**src/rtl/lru_replacement_unit_pkg.sv**
```systemverilog
// Shared types and age-update functions for the per-set true-LRU tracker.
// Each set keeps a permutation of ages. Age 0 is the MRU way and LRU_WAYS-1 is the LRU way.
package lru_replacement_pkg;

  localparam int LRU_SA   = 2;
  localparam int LRU_WAYS = 1 << LRU_SA;

  typedef logic [LRU_SA-1:0]   way_t;
  // ages[i] holds the age of way i
  typedef way_t [LRU_WAYS-1:0] ages_t;

  localparam way_t LRU_AGE = way_t'(LRU_WAYS - 1);

  function automatic ages_t reset_ages();
    ages_t a;
    for (int i = 0; i < LRU_WAYS; i++) begin
      a[i] = way_t'(i);
    end
    return a;
  endfunction

  localparam ages_t RESET_AGES = reset_ages();

  function automatic ages_t access_update(ages_t ages, way_t way);
    ages_t n;
    way_t  old_age;
    old_age = ages[way];
    for (int i = 0; i < LRU_WAYS; i++) begin
      if (way_t'(i) == way) begin
        n[i] = '0;
      end else if (ages[i] < old_age) begin
        n[i] = ages[i] + 1'b1;
      end else begin
        n[i] = ages[i];
      end
    end
    return n;
  endfunction

  function automatic ages_t demote_update(ages_t ages, way_t way);
    ages_t n;
    way_t  old_age;
    old_age = ages[way];
    for (int i = 0; i < LRU_WAYS; i++) begin
      if (way_t'(i) == way) begin
        n[i] = LRU_AGE;
      end else if (ages[i] > old_age) begin
        n[i] = ages[i] - 1'b1;
      end else begin
        n[i] = ages[i];
      end
    end
    return n;
  endfunction

  function automatic way_t lru_way(ages_t ages);
    way_t w;
    w = '0;
    for (int i = 0; i < LRU_WAYS; i++) begin
      if (ages[i] == LRU_AGE) begin
        w = way_t'(i);
      end
    end
    return w;
  endfunction

  function automatic logic is_permutation(ages_t ages);
    logic [LRU_WAYS-1:0] seen;
    seen = '0;
    for (int i = 0; i < LRU_WAYS; i++) begin
      seen[ages[i]] = 1'b1;
    end
    return &seen;
  endfunction

endpackage

```
**src/rtl/lru_replacement_unit_if.sv**
```systemverilog
// Event and lookup bundle between the cache unit or controller and the LRU tracker.
// The master modport drives events and lookups. The slave modport belongs to the tracker.
interface lru_replacement_unit_if #(
  parameter int INDEX_WIDTH       = 6,
  parameter int SET_ASSOCIATIVITY = 2
);
  logic                         accessEnable;
  logic [INDEX_WIDTH-1:0]       accessIndex;
  logic [SET_ASSOCIATIVITY-1:0] accessWay;
  logic                         invalidateEnable;
  logic [INDEX_WIDTH-1:0]       invalidateIndex;
  logic [SET_ASSOCIATIVITY-1:0] invalidateWay;
  logic [INDEX_WIDTH-1:0]       lookupIndex;
  logic [SET_ASSOCIATIVITY-1:0] victimWay;

  modport master (
    output accessEnable, accessIndex, accessWay,
    output invalidateEnable, invalidateIndex, invalidateWay,
    output lookupIndex,
    input  victimWay
  );

  modport slave (
    input  accessEnable, accessIndex, accessWay,
    input  invalidateEnable, invalidateIndex, invalidateWay,
    input  lookupIndex,
    output victimWay
  );
endinterface

```
**src/rtl/lru_replacement_unit_set_state.sv**
```systemverilog
// Age state of one set, with access and invalidate updates and the LRU-way decode.
// If LRU_INVALIDATE_DEMOTE_EN is defined, invalidates demote the way to LRU. Otherwise they are ignored.
module lru_set_state
  import lru_replacement_pkg::*;
(
  input  logic clock,
  input  logic reset,
  input  logic access_en,
  input  way_t access_way,
  input  logic invalidate_en,
  input  way_t invalidate_way,
  output way_t victim_way
);

  ages_t ages_reg;
  ages_t ages_next;

  // An access has priority, so a same-set invalidate in that cycle is dropped
  always_comb begin
    ages_next = ages_reg;
    if (access_en) begin
      ages_next = access_update(ages_reg, access_way);
    end
`ifdef LRU_INVALIDATE_DEMOTE_EN
    else if (invalidate_en) begin
      ages_next = demote_update(ages_reg, invalidate_way);
    end
`endif
  end

`ifndef LRU_INVALIDATE_DEMOTE_EN
  logic unused_invalidate;
  assign unused_invalidate = invalidate_en ^ (^invalidate_way);
`endif

  always_ff @(posedge clock or posedge reset) begin
    if (reset) begin
      ages_reg <= RESET_AGES;
    end else begin
      ages_reg <= ages_next;
    end
  end

  assign victim_way = lru_way(ages_reg);

  ages_perm_a: assert property (@(posedge clock) disable iff (reset) is_permutation(ages_reg));

endmodule

```
**src/rtl/lru_replacement_unit.sv**
```systemverilog
// Per-set true-LRU tracker. Each set has one age permutation, and victimWay is the LRU way of lookupIndex.
// The optional feature LRU_INVALIDATE_DEMOTE_EN demotes invalidated ways to LRU.
module lru_replacement_unit
  import lru_replacement_pkg::*;
#(
  parameter int INDEX_WIDTH       = 6,
  parameter int SET_ASSOCIATIVITY = LRU_SA
) (
  input logic                  clock,
  input logic                  reset,
  lru_replacement_unit_if.slave bus
);

  localparam int SETS = 1 << INDEX_WIDTH;

  logic [SET_ASSOCIATIVITY-1:0] victim_ways [SETS];

  generate
    for (genvar gi = 0; gi < SETS; gi++) begin : g_set
      logic access_hit;
      logic invalidate_hit;

      assign access_hit     = bus.accessEnable     && (bus.accessIndex     == INDEX_WIDTH'(gi));
      assign invalidate_hit = bus.invalidateEnable && (bus.invalidateIndex == INDEX_WIDTH'(gi));

      lru_set_state u_set (
        .clock          (clock),
        .reset          (reset),
        .access_en      (access_hit),
        .access_way     (bus.accessWay),
        .invalidate_en  (invalidate_hit),
        .invalidate_way (bus.invalidateWay),
        .victim_way     (victim_ways[gi])
      );
    end
  endgenerate

  // The victim is decoded from registered state only, with no bypass of this cycle's events
  assign bus.victimWay = victim_ways[bus.lookupIndex];

endmodule

```
**src/flat_wrapper.sv**
```systemverilog
// flat-port wrapper written by rule: the top's interface ports become plain ports
module lru_replacement_unit_flat import lru_replacement_pkg::*;
#(
  parameter int INDEX_WIDTH       = 6,
  parameter int SET_ASSOCIATIVITY = LRU_SA
)
  (clock, reset, bus_accessEnable, bus_accessIndex, bus_accessWay, bus_invalidateEnable, bus_invalidateIndex, bus_invalidateWay, bus_lookupIndex, bus_victimWay);
  lru_replacement_unit_if #(.INDEX_WIDTH(INDEX_WIDTH), .SET_ASSOCIATIVITY(SET_ASSOCIATIVITY)) bus_i ();
  input logic clock;
  input logic reset;
  input wire logic [$bits(bus_i.accessEnable)-1:0] bus_accessEnable;
  input wire logic [$bits(bus_i.accessIndex)-1:0] bus_accessIndex;
  input wire logic [$bits(bus_i.accessWay)-1:0] bus_accessWay;
  input wire logic [$bits(bus_i.invalidateEnable)-1:0] bus_invalidateEnable;
  input wire logic [$bits(bus_i.invalidateIndex)-1:0] bus_invalidateIndex;
  input wire logic [$bits(bus_i.invalidateWay)-1:0] bus_invalidateWay;
  input wire logic [$bits(bus_i.lookupIndex)-1:0] bus_lookupIndex;
  output wire logic [$bits(bus_i.victimWay)-1:0] bus_victimWay;
  assign bus_i.accessEnable = bus_accessEnable;
  assign bus_i.accessIndex = bus_accessIndex;
  assign bus_i.accessWay = bus_accessWay;
  assign bus_i.invalidateEnable = bus_invalidateEnable;
  assign bus_i.invalidateIndex = bus_invalidateIndex;
  assign bus_i.invalidateWay = bus_invalidateWay;
  assign bus_i.lookupIndex = bus_lookupIndex;
  assign bus_victimWay = bus_i.victimWay;
  lru_replacement_unit #(.INDEX_WIDTH(INDEX_WIDTH), .SET_ASSOCIATIVITY(SET_ASSOCIATIVITY)) u_core (.clock(clock), .reset(reset), .bus(bus_i));
endmodule
```
**config.mk**
```make
export PLATFORM = sky130hd
export DESIGN_NAME = lru_replacement_unit_flat
export DESIGN_NICKNAME = d
export VERILOG_FILES = /design/src/rtl/lru_replacement_unit_pkg.sv /design/src/rtl/lru_replacement_unit_if.sv /design/src/rtl/lru_replacement_unit_set_state.sv /design/src/rtl/lru_replacement_unit.sv /design/src/flat_wrapper.sv
export SDC_FILE = /design/constraint.sdc
export NUM_CORES = 2
export LEC_CHECK = 0
export CORE_UTILIZATION = 30
export DETAILED_ROUTE_END_ITERATION = 8
export PLACE_DENSITY = 0.54
export SLEW_MARGIN = 10
export SYNTH_ARGS = -nofsm -noshare
export SYNTH_HDL_FRONTEND = slang
export SYNTH_SLANG_ARGS = --single-unit
```
**constraint.sdc**
```tcl
create_clock -name clock -period 47.8 [get_ports clock]
set_clock_uncertainty 0.05 [all_clocks]
set_input_delay 7.17 -clock clock [delete_from_list [all_inputs] [get_ports clock]]
set_output_delay 7.17 -clock clock [all_outputs]
set_load 0.01 [all_outputs]
```
==> reports/results.ini <==
[setup_path]
worstPathRequired_ns = 40.58
cpLargestDelayFamily = buffers and inverters
reg2reg_to = u_core.g_set[4].u_set.ages_reg[1]
ff2ff_setup_slack_ns = 45.44
endpoint = bus_victimWay[1]
path_max_fanout = 66
cp_slowest_stage_delay_ns = 0.71
cp_common_cell = buf_4
cp_num_cells = 9
crit_slowest_cell = buf_4
path_cells = buf_4 > buf_4 > nor3b_1 > o22ai_1 > a211oi_1 > o311ai_1 > a31oi_1 > nand3_1 > clkdlybuf4s50_1
ff2ff_path_depth = 7
setup.worst_path.class = input port to primary output
reg2reg_from = u_core.g_set[4].u_set.ages_reg[3]
arrival_ns = 10.95
startpoint_type = input port
worstSetupEndpointType = primary output
crit_start = bus_lookupIndex[0]
crit_buf_inv = 3

[sta]
rsz0062_at_grt = no
slew_viol_final = 0
max_freq_mhz = 55.0
fin_crit_ns = 18.17
post-route-period-util_pct = 38.0
worstMarginPinSlew_ns = 1.22
tns_ns = 0
timing.hold.ws_ns = 0.435
hold_viol = 0
setup_viol = 0
slew_headroom_pct = 18.6

[cells_and_area]
largest_reg_flops = 512
nNetsFinal = 4448
drive_gt1_share_pct = 16.4
fin_cells = 5678
post-route-util_pct = 33.3
diodes = 0
areaGrowthSynthToFinish_pct = 10.3

[die]
core_mm2 = 0.126
ioPinCount = 28
row_count = 130
start_util_pct = 30.2
die-area_mm2 = 0.128
die_y_um = 358
die_width_um = 358

[flow_run]
max_cap_viol_count = 0

[route]
drtAntennaViolNets = 0
num_vias = 30200
drtIter0Drc = 2155
wl_per_cell_um = 19.2
drc = 0
firstDrtPassIters = 6
avgViaCountPerCell = 5.33
routed_wl_mm = 109

[yosys]
synthFlopType = dfstp_2
syn_area_mm2 = 0.0379
syn_nets = 4469
synth_seq_area_share_pct = 34.6
synth_top_cell_by_area = dfstp_2
yosys_warnings = 0
synth_edf_count = 0
avgSynthCellArea_um2 = 9.49
ys_ff_latch = 512
synth.most_common_cell = ha_1
synthTopCellsByArea = dfstp_2 18%, dfrtp_1 17%, ha_1 15%
synthTopCellsByCount = 448 x ha_1, 440 x nand2_1, 319 x o21ai_0
async_flop_share_pct = 100
synth.lib_cells_used.distinct = 67
yosysTopAreaCellShare_pct = 17.7
synthCells = 3995

[clock_tree]
htreeDepth = 3
cts.repair.resized = 0
postCtsSetupRepairBufs = 0
hold_buffers = 0
cts.clk_slew.worst_paths_ns = 0.05
cts_buffer_depth = 3
cts_buffers = 67
clockRootBuffer = clkbuf_16
cts_tree = yes
clock-sinks = 512
clock_latency_ns = 0.63

[place]
placed_cells = 5555
io_buffers = 18
dp_hpwl_mm = 71.4
gp_congestion = 0.852

[outcome]
status = finished clean

[min_path]
min_path_type = flop to flop

[global_routing]
first_global_vias = 29100
grt_overflow = 0
grt_max_degree = 115
antenna_found_initial = 7
track_usage_pct = 17.2
grt_pass1_wl_mm = 172

[power_and_ir_drop]
leakagePower_uw = 0.0169
peakVddDrop_mv = 0.0201
p_total_uw = 1020
power-per-cell-area_mw_per_mm2 = 24.4

stage by stage:
step                      worst slack (ns)  instance area, um2
final                                29.63               41800
after global routing                 29.43               41800
after CTS                            29.64               41800
after detailed placement             29.65               39600
after global placement               29.65               39600
after floorplan                      26.70               37900
per-layer routing:
| layer | routed length [um] | share of wire [%] | up-vias | track usage [%] |
|---|---|---|---|---|
| li1 | - | - | 14600 | - |
| met1 | 51100 | 47 | 14900 | 23.9 |
| met2 | 49100 | 45 | 616 | 27.2 |
| met3 | 6250 | 5.7 | 145 | 2.93 |
| met4 | 2880 | 2.6 | 4 | 4.96 |
| met5 | 23 | 0.021 | - | 0 |
power by group:
part	total (uW)	internal (uW)	switching, uW
clock	508	301	206
combinational	72.5	18.4	54.1
sequential	439	437	1.86
total	1020	757	262
worst min-delay path by stage:
stage                                            start                                  to  depth (start not counted)
floorplan           u_core.g_set[38].u_set.ages_reg[7]  u_core.g_set[38].u_set.ages_reg[7]                          2
global placement    u_core.g_set[27].u_set.ages_reg[7]  u_core.g_set[27].u_set.ages_reg[7]                          2
detailed placement  u_core.g_set[24].u_set.ages_reg[7]  u_core.g_set[24].u_set.ages_reg[7]                          2
CTS                 u_core.g_set[24].u_set.ages_reg[7]  u_core.g_set[24].u_set.ages_reg[7]                          2
global route        u_core.g_set[42].u_set.ages_reg[5]  u_core.g_set[42].u_set.ages_reg[5]                          2
finish              u_core.g_set[47].u_set.ages_reg[7]  u_core.g_set[47].u_set.ages_reg[7]                          2
worst register-to-register path, cell delays in order (launching register included):
cell and delay (ns):
dfrtp_1 0.42, mux4_2 0.45, inv_1 0.16, ha_1 0.28
or3b_2 0.46, nand2_1 0.08, nand2_1 0.08, a22o_1 0.25
layout make-up:
type                    count  area (um2)
clock buffers             109        2030
clock inverters            14         154
fillers                 12800       83800
inverters                 264         998
multi-input cells        3075       23000
flip-flops and latches    512       13100
well taps                1650        2060
repair buffers             54         470
cells in the final DEF (no fill, tap or decap), types with 82 or more instances in the layout:
master	instances
mux4_2	125
a22o_1	134
nand2_1	439
mux2_2	82
o21ai_0	319
nand2b_1	201
o21ai_1	160
nand3_1	135
dfstp_2	256
dfrtp_1	256
inv_1	260
nor3_1	129
ha_1	448
a21oi_1	227
nor2_1	128
cells by family (layout without fill, tap and decap cells):
logic type      after synthesis  after routing  share of synthesized area [%]
flops                       512            512                           34.6
mux                         263            263                           11.4
simple gates               1318           1318                           17.6
compound gates             1046           1046                           16.7
fa+ha+maj                   448            448                           14.8
buf+inv                     408            441                           4.94
Note: power is estimated with default switching activity, not from simulation.
